File: src/rtl/ahb_pkg.sv
// Shared AHB-Lite types for the response-path mux.
// Holds HTRANS/HRESP codes, the data-phase select and default-FSM enums.
package ahb_pkg;

  localparam logic [1:0] HTRANS_IDLE   = 2'b00;
  localparam logic [1:0] HTRANS_BUSY   = 2'b01;
  localparam logic [1:0] HTRANS_NONSEQ = 2'b10;
  localparam logic [1:0] HTRANS_SEQ    = 2'b11;

  localparam logic HRESP_OKAY  = 1'b0;
  localparam logic HRESP_ERROR = 1'b1;

  typedef enum logic [2:0] {
    DSEL_NONE,
    DSEL_S1,
    DSEL_S2,
    DSEL_S3,
    DSEL_DEF
  } dsel_e;

  typedef enum logic [1:0] {
    DS_OK,
    DS_ERR1,
    DS_ERR2
  } ds_state_e;

  function automatic logic [2:0] sel_count(
    input logic [3:0] sel
  );
    sel_count = 3'(sel[0]) + 3'(sel[1])
              + 3'(sel[2]) + 3'(sel[3]);
  endfunction

endpackage

File: src/rtl/ahb_default_sub.sv
// Default subordinate: two-cycle ERROR for hits on
// default or unmapped space, zero-wait OKAY otherwise.
module ahb_default_sub
  import ahb_pkg::*;
(
  input  logic HCLK,
  input  logic HRESET,
  input  logic i_hit,
  output logic o_ready,
  output logic o_resp
);

  ds_state_e r_state;
  ds_state_e w_next;

  // State register with synchronous reset
  always_ff @(posedge HCLK) begin
    if (HRESET) r_state <= DS_OK;
    else        r_state <= w_next;
  end

  // Next state and response outputs
  always_comb begin
    w_next  = r_state;
    o_ready = 1'b1;
    o_resp  = HRESP_OKAY;
    unique case (r_state)
      DS_OK: begin
        if (i_hit) w_next = DS_ERR1;
      end
      DS_ERR1: begin
        o_ready = 1'b0;
        o_resp  = HRESP_ERROR;
        w_next  = DS_ERR2;
      end
      DS_ERR2: begin
        o_resp = HRESP_ERROR;
        w_next = i_hit ? DS_ERR1 : DS_OK;
      end
      default: w_next = DS_OK;
    endcase
  end

endmodule

File: src/rtl/ahb_resp_mux.sv
// AHB-Lite subordinate-to-manager response mux.
// Option AHB_RESP_MUX_MULTISEL_ERR_EN: multi-select errors.
module ahb_resp_mux
  import ahb_pkg::*;
#(
  parameter int DATA_WIDTH = 32,
  parameter logic [DATA_WIDTH-1:0] DEFAULT_RDATA = '0
) (
  input  logic                  HCLK,
  input  logic                  HRESET,
  input  logic                  HSEL1,
  input  logic                  HSEL2,
  input  logic                  HSEL3,
  input  logic                  HSELd,
  input  logic [1:0]            HTRANS,
  input  logic                  HREADYOUT1,
  input  logic                  HREADYOUT2,
  input  logic                  HREADYOUT3,
  input  logic                  HRESP1,
  input  logic                  HRESP2,
  input  logic                  HRESP3,
  input  logic [DATA_WIDTH-1:0] HRDATA1,
  input  logic [DATA_WIDTH-1:0] HRDATA2,
  input  logic [DATA_WIDTH-1:0] HRDATA3,
  output logic                  HREADY,
  output logic                  HRESP,
  output logic [DATA_WIDTH-1:0] HRDATA
);

  dsel_e                 r_dsel;
  dsel_e                 w_dsel_d;
  logic                  w_active;
  logic                  w_hit;
  logic                  w_ds_ready;
  logic                  w_ds_resp;
  logic                  w_hready;
  logic                  w_hresp;
  logic [DATA_WIDTH-1:0] w_hrdata;
`ifdef AHB_RESP_MUX_MULTISEL_ERR_EN
  logic                  w_multi;
`endif

  assign w_active = (HTRANS == HTRANS_NONSEQ)
                 || (HTRANS == HTRANS_SEQ);

  // Address-phase decode of the select lines
  always_comb begin
    w_dsel_d = DSEL_NONE;
    if      (HSEL1) w_dsel_d = DSEL_S1;
    else if (HSEL2) w_dsel_d = DSEL_S2;
    else if (HSEL3) w_dsel_d = DSEL_S3;
    else if (HSELd) w_dsel_d = DSEL_DEF;
`ifdef AHB_RESP_MUX_MULTISEL_ERR_EN
    w_multi = sel_count({HSELd, HSEL3, HSEL2, HSEL1}) > 3'd1;
    if (w_multi)
      w_dsel_d = w_active ? DSEL_DEF : DSEL_NONE;
`endif
  end

  // Active transfer accepted into default/unmapped space
  assign w_hit = w_hready && w_active
              && ((w_dsel_d == DSEL_DEF)
               || (w_dsel_d == DSEL_NONE));

  // Data-phase select, frozen across wait states
  always_ff @(posedge HCLK) begin
    if (HRESET)       r_dsel <= DSEL_NONE;
    else if (w_hready) r_dsel <= w_dsel_d;
  end

  ahb_default_sub u_def (
    .HCLK    (HCLK),
    .HRESET  (HRESET),
    .i_hit   (w_hit),
    .o_ready (w_ds_ready),
    .o_resp  (w_ds_resp)
  );

  // Zero-latency return mux keyed by the data-phase owner
  always_comb begin
    w_hready = w_ds_ready;
    w_hresp  = w_ds_resp;
    w_hrdata = DEFAULT_RDATA;
    unique case (r_dsel)
      DSEL_S1: begin
        w_hready = HREADYOUT1;
        w_hresp  = HRESP1;
        w_hrdata = HRDATA1;
      end
      DSEL_S2: begin
        w_hready = HREADYOUT2;
        w_hresp  = HRESP2;
        w_hrdata = HRDATA2;
      end
      DSEL_S3: begin
        w_hready = HREADYOUT3;
        w_hresp  = HRESP3;
        w_hrdata = HRDATA3;
      end
      default: begin
        w_hready = w_ds_ready;
        w_hresp  = w_ds_resp;
        w_hrdata = DEFAULT_RDATA;
      end
    endcase
  end

  assign HREADY = w_hready;
  assign HRESP  = w_hresp;
  assign HRDATA = w_hrdata;

endmodule
File: config.mk
export PLATFORM = sky130hd
export DESIGN_NAME = ahb_resp_mux
export DESIGN_NICKNAME = d
export VERILOG_FILES = /design/src/rtl/ahb_pkg.sv /design/src/rtl/ahb_default_sub.sv /design/src/rtl/ahb_resp_mux.sv
export SDC_FILE = /design/constraint.sdc
export NUM_CORES = 1
export LEC_CHECK = 0
export CAP_MARGIN = 20
export CORE_UTILIZATION = 27
export CTS_CLUSTER_SIZE = 20
export DETAILED_ROUTE_END_ITERATION = 8
export PLACE_DENSITY = 0.83
export SLEW_MARGIN = 20
export SYNTH_ARGS = -nofsm -noshare
export SYNTH_HDL_FRONTEND = slang
export SYNTH_SLANG_ARGS = --single-unit
File: constraint.sdc
create_clock -name HCLK -period 2.17 [get_ports HCLK]
set_clock_uncertainty 0.05 [all_clocks]
set_input_delay 0.5425 -clock HCLK [delete_from_list [all_inputs] [get_ports HCLK]]
set_output_delay 0.5425 -clock HCLK [all_outputs]
set_load 0.005 [all_outputs]
==> results.json, run 1 <==
{
  "grt_pass1_vias": 1657,
  "synth_top_family_by_area": "multiplexers",
  "tightest_slew_ps": 281.6,
  "core_area_sq_um": 4086,
  "place_hpwl_um": 4177,
  "die-width_um": 68.11,
  "area_delta_synth_final_pct": 141.5,
  "start_kind": "input pin",
  "die_h_um": 68.11,
  "finalWeightedCongestion": 0.8057,
  "ios": 144,
  "fmax_mhz": 465.6,
  "grt_max_degree": 26,
  "p_total_mw": 0.9143,
  "min_from": "u_def.r_state[1]$_SDFFE_PP0P_",
  "num_antenna_cells": 0,
  "crit_family": "buffers and inverters",
  "post_synth.cell_area_avg_sq_um": 7.374,
  "crit_required_ps": 1580,
  "yosysWarnings": 0,
  "synth_fa_ha_area_frac": 0.05302,
  "tns_ps": 0,
  "fin_crit_ps": 2148,
  "crit_slowest_cell": "clkdlybuf4s50_1",
  "final_core_util": 0.6972,
  "tritoncts": "built",
  "drive_gt1_frac": 0.3819,
  "ant_nets": 0,
  "ys_seq_area_frac": 0.08484,
  "hold_class": "reg -> reg",
  "io_buffers": 142,
  "fin_area_sq_um": 2849,
  "row_count": 23,
  "clock_sinks": 5,
  "critical_path_class": "in -> out",
  "clockBufferDepth": 2,
  "nNetsFinal": 425,
  "finalSetupViolations": 0,
  "grtUsageTotal": 0.2053,
  "insertion_delay_ps": 230,
  "timing.final.hold_violations": 0,
  "drv_cap": 0,
  "hold_buffers": 0,
  "finalCritPeriodShare": 0.9898,
  "synth_compound_area_frac": 0.2800,
  "critPathMaxStageDelay_ps": 410,
  "synth_xor_area_frac": 0,
  "synth_enable_flop_cells": 0,
  "syn_nets": 275,
  "status": "finished, final reports clean",
  "drtIter0Drc": 52,
  "start_util": 0.2887,
  "final_max_slew_viol_count": 0,
  "antenna_found_initial": 0,
  "path_buf_inv": 2,
  "cp.arrival_ps": 1560,
  "syn_inst": 160,
  "cts-buffers-inserted": 3,
  "whs_ps": 560.4,
  "htree_levels": 1,
  "relSlewSlack": 0.8120,
  "synth.cell_area_sq_um": 1180,
  "dieArea_sq_um": 4638,
  "critPathCaptureType": "output port",
  "reg2reg_from": "u_def.r_state[1]$_SDFFE_PP0P_",
  "grt_pass1_wl_um": 7258,
  "path_cells": "clkdlybuf4s50_1 > mux2_2 > a22oi_1 > nor2_1 > buf_2",
  "ys.flop_type": "dfxtp_1",
  "vias_per_cell": 5.150,
  "wl_um": 5432,
  "cp-startpoint": "HRDATA1[6]",
  "synthMuxAreaShare": 0.3319,
  "clkTransAtPathRegs_ps": 30,
  "cts-root-buf": "clkbuf_8",
  "vdd_ir_drop_max_mv": 0.1847,
  "fillCellCount": 358,
  "place_area_sq_um": 2770,
  "power.leakage_nw": 1.300,
  "p_per_area_nw_per_um2": 320.9,
  "ys_ff_latch": 5,
  "synth_cell_types": 27,
  "synth-simple-area-share": 0.1813,
  "synthArstFlopShare": 0,
  "overflow": 0,
  "path_max_fanout": 1,
  "via_count": 1849,
  "wl_per_cell_um": 15.13,
  "firstDrtPassIters": 4,
  "drc": 0
}
layout by cell type (no fill, tap or decap), types with 3 or more instances in the layout:
cell type and n:
dfxtp_1 4, ha_1 5, nor2_1 37, mux2_2 22, a22oi_1 8, mux2_4 11
dlygate4sd2_1 5, clkbuf_8 3, buf_4 16, buf_12 3, a21oi_1 4, buf_2 33
inv_1 3, a22oi_2 25, clkdlybuf4s50_1 93, dlymetal6s2s_1 10
cell families after synthesis:
| family | count (synthesis) |
|---|---|
| AO/OA/AOI/OAI | 46 |
| adder cells (fa/ha/maj) | 5 |
| buffers and inverters | 19 |
| flip-flops | 5 |
| multiplexers | 35 |
| AND/OR/NAND/NOR | 50 |
sequential cells by signal (all words and copies together) (netlist names):
| register | flops |
|---|---|
| r_dsel | 3 |
| u_def.r_state | 2 |
metrics by stage:
step           std cells  worst slack [ps]
6_report             359             22.10
5_1_grt              359            -11.87
4_1_cts              359             10.64
3_5_place_dp         354            -568.9
3_3_place_gp         354            -552.5
2_1_floorplan        160             237.9
report_power, final:
group | switching [mW] | internal [mW]
sequential | 0.0123 | 0.0975
clock | 0.0505 | 0.127
combinational | 0.231 | 0.396
cell usage after synthesis (2+ instances only):
master	n	area (sq um)
nand2_1	2	7.510
o21ai_0	3	15.01
mux2i_1	2	20.02
nand2b_1	2	12.51
nor2b_1	2	12.51
nor2_1	38	142.6
buf_2	2	10.01
ha_1	5	62.56
inv_1	3	11.26
a21oi_1	4	20.02
dfxtp_1	5	100.1
clkbuf_1	13	48.80
a22oi_1	33	247.7
mux2_2	33	371.6
metal layers:
layer  vias up  track usage  share of wire
met5         -            0              0
met4         0      0.04167          0.013
met3         8      0.05167           0.11
met2       107       0.4081           0.52
met1       843       0.2112           0.36
li1        891            -              -
timing repair:
item,4_1_cts,5_1_grt
gates resized for setup,157,33
buffers inserted,1,0
pin swaps,27,15
setup endpoints to repair,34,19
path summary, 6_finish.rpt:
check                                   to  slack, ps  cells past startpoint
max                              HRDATA[6]         20                      5
max reg2reg         r_dsel[1]$_SDFFE_PP0P_        370                      7
min reg2reg  u_def.r_state[1]$_SDFFE_PP0P_        560                      3
min          u_def.r_state[1]$_SDFFE_PP0P_        560                      3
cell type report:
cell class | count | area [sq um] | share of cell area
clock buffer | 4 | 45.04 | 0.01581
inverter | 3 | 11.26 | 0.003953
multi-input combinational | 136 | 1176 | 0.4128
sequential | 5 | 103.9 | 0.03645
tap | 50 | 62.56 | 0.02196
timing repair buffer | 161 | 1450 | 0.5090
worst min-delay path: cells and delay by family, from the launching register on:
| family | cells | cell delay (ps) |
|---|---|---|
| multiplexers | 1 | 70 |
| buffers and inverters | 1 | 130 |
| flip-flops | 1 | 300 |
| AND/OR/NAND/NOR | 1 | 60 |
(Power assumes the default switching activity.)
==> inputs of run 2 (changes only) <==
ABC_AREA = 1   (was unset)
CORE_UTILIZATION = 25   (was 27)
clock period = 2.1 ns   (was 2.17 ns; I/O delays follow)
==> run 2 against run 1 <==
Net effect:
- first-iteration DRC count up 120%
- synthesized area is 12% lower
- total power rose to 3.3 times the previous value
- clock power up 3%
==> results.json, run 2 <==
{
  "synth_enable_flop_cells": 0,
  "clkTransAtPathRegs_ps": 40,
  "yosysTopAreaCell": "nand2_1",
  "final_cells": 388,
  "overflow": 0,
  "yosysMostFrequentCell": "nand2_1",
  "hold_buffers": 0,
  "whs_ps": 470.1,
  "drive_gt1_frac": 0.3343,
  "tns_ps": 0,
  "nNetsFinal": 454,
  "die-width_um": 66.49,
  "min_from": "u_def.r_state[0]$_SDFFE_PP0P_",
  "io_buffers": 142,
  "insertion_delay_ps": 230,
  "grt_pass1_wl_um": 8569,
  "synth.cell_area_sq_um": 1040,
  "crit_family": "buffers and inverters",
  "drc": 0,
  "finalSetupViolations": 0,
  "place_hpwl_um": 4220,
  "reg_top3": "r_dsel (3), u_def.r_state (2)",
  "relSlewSlack": 0.8542,
  "area_delta_synth_final_pct": 178.7,
  "ys.flop_type": "dfxtp_1",
  "tightest_slew_ps": 218.2,
  "status": "finished, final reports clean",
  "finalWeightedCongestion": 0.7924,
  "clock_sinks": 5,
  "hold_class": "reg -> reg",
  "ios": 144,
  "critPathCaptureType": "output port",
  "syn_nets": 275,
  "cts-root-buf": "clkbuf_8",
  "largest_reg_flops": 3,
  "reg2reg_depth": 11,
  "clockBufferDepth": 2,
  "htree_levels": 1,
  "netlist_top_cells_area": "nand2_1 (25%), a22oi_1 (15%), a22oi_2 (12%)",
  "final_common_cell": "clkdlybuf4s50_1",
  "post_synth.cell_area_avg_sq_um": 6.498,
  "vdd_ir_drop_max_mv": 0.8540,
  "p_per_area_nw_per_um2": 1032,
  "critPathMaxStageDelay_ps": 330,
  "tritoncts": "built",
  "via_count": 1860,
  "crit_required_ps": 1520,
  "fin_crit_ps": 2070,
  "path_max_fanout": 8,
  "holdPathStages": 2,
  "cp.arrival_ps": 1490,
  "ys_seq_area_frac": 0.09627,
  "hold_end": "u_def.r_state[0]$_SDFFE_PP0P_",
  "num_antenna_cells": 0,
  "ys_top_cells_by_count": "nand2_1 (70), a22oi_1 (21), a22oi_2 (10)",
  "power.leakage_nw": 1.334,
  "placed_cells": 359,
  "drtIter0Drc": 112,
  "grt_pass1_vias": 1827,
  "synthArstFlopShare": 0,
  "antenna_found_initial": 0,
  "start_kind": "register",
  "die_h_um": 66.49,
  "start_util": 0.2599,
  "dieArea_sq_um": 4421,
  "final_cell_mix": "clkdlybuf4s50_1 (108), nand2_1 (70), a22oi_2 (28)",
  "timing.final.hold_violations": 0,
  "p_total_mw": 2.991,
  "critical_path_class": "reg -> out",
  "grtUsageTotal": 0.2597,
  "drv_cap": 0,
  "ys_ff_latch": 5,
  "reg2reg_setup_slack_ps": 540,
  "cts-buffers-inserted": 3,
  "yosysWarnings": 0,
  "r2r_end": "u_def.r_state[1]$_SDFFE_PP0P_",
  "vias_per_cell": 4.794,
  "synth_cell_types": 23,
  "final_max_slew_viol_count": 0,
  "fmax_mhz": 483.1,
  "wl_um": 6197,
  "row_count": 23,
  "path_buf_inv": 5,
  "fillCellCount": 320,
  "syn_inst": 160,
  "grt_max_degree": 34,
  "core_area_sq_um": 4000,
  "synth.top_cell.area_share": 0.2527,
  "firstDrtPassIters": 4,
  "path_cells": "inv_2 > nor3_4 > buf_6 > buf_12 > buf_16 > a22oi_2 > nand2_1 > clkdlybuf4s15_1",
  "finalCritPeriodShare": 0.9857,
  "wl_per_cell_um": 15.97,
  "top_register": "r_dsel",
  "reg2reg_from": "r_dsel[0]$_SDFFE_PP0P_",
  "ant_nets": 0,
  "rsz0062_at_grt": "yes",
  "crit_slowest_cell": "dfxtp_2"
}
## run 2: changes by cell type after synthesis, sizes merged, moves of 4 or more
cell	before	now
nand3	1	9
inv	3	10
nand2	2	71
buf	3	9
nand4	0	4
nor2	38	5
clkbuf	13	0
mux2	33	0
## run 2: stage by stage
step	utilization	setup WS, ps	cell area [sq um]
5_1_grt	0.7244	-11.67	2898
4_1_cts	0.7326	-81.03	2930
2_1_floorplan	-	434.7	1040
6_report	0.7244	30.13	2898
3_5_place_dp	0.6465	-231.1	2586
3_3_place_gp	0.6465	-222.2	2586
## run 2: routing by layer
metal | global-route usage | routed length (um) | part of all wire | vias to the layer above
li1 | - | - | - | 913
met1 | 0.2715 | 2146 | 0.35 | 846
met2 | 0.4847 | 3340 | 0.54 | 89
met3 | 0.08390 | 598 | 0.096 | 12
met4 | 0.08245 | 112 | 0.018 | 0
met5 | 0 | 0 | 0 | -
## run 2: cells by family (layout without fill, tap and decap cells)
logic type	count (synthesis)	in the layout	share of synthesized area
buffers and inverters	19	197	0.1155
AND/OR/NAND/NOR	91	91	0.4019
adder cells (fa/ha/maj)	5	5	0.06017
AO/OA/AOI/OAI	40	40	0.3261
flip-flops	5	5	0.09627
## run 2: worst max-delay path by stage
stage / endpoint / depth (start not counted) / from
floorplan: HRDATA[14] / 5 / r_dsel[0]$_SDFFE_PP0P_
global placement: HREADY / 4 / HREADYOUT3
detailed placement: HREADY / 4 / HREADYOUT3
CTS: HRDATA[16] / 9 / r_dsel[1]$_SDFFE_PP0P_
global route: HRDATA[14] / 8 / r_dsel[1]$_SDFFE_PP0P_
finish: HRDATA[2] / 8 / r_dsel[1]$_SDFFE_PP0P_
## run 2: report_power, final
group	internal (mW)	total [mW]	switching, mW	leakage (nW)
clock network	0.131	0.182	0.0518	0.0228
registers	0.153	0.201	0.0477	0.0432
logic	1.41	2.61	1.19	1.27
total	1.70	2.99	1.29	1.33
## run 2: area by class of cell
class | instances | area (sq um) | share of cell area
timing repair buffer | 183 | 1725 | 0.5954
multi-input combinational | 136 | 914.6 | 0.3156
sequential | 5 | 110.1 | 0.03800
tap | 50 | 62.56 | 0.02159
clock buffer | 4 | 45.04 | 0.01554
inverter | 10 | 40.04 | 0.01382
## run 2: what timing repair did
action,in CTS,in global routing
gates resized for setup,92,44
cloned,3,0
setup buffers,16,7
setup endpoints to repair,34,31
pin swaps,10,12
## run 2: worst register-to-register path, cell delays in order, from the launching register on
cell	delay, ps
dfxtp_4	360
inv_4	50
buf_4	120
buf_4	120
buf_4	130
nand4_2	90
nand4_4	100
buf_4	180
nand2_4	70
nand3_1	70
nand2_1	70
nor2_1	40
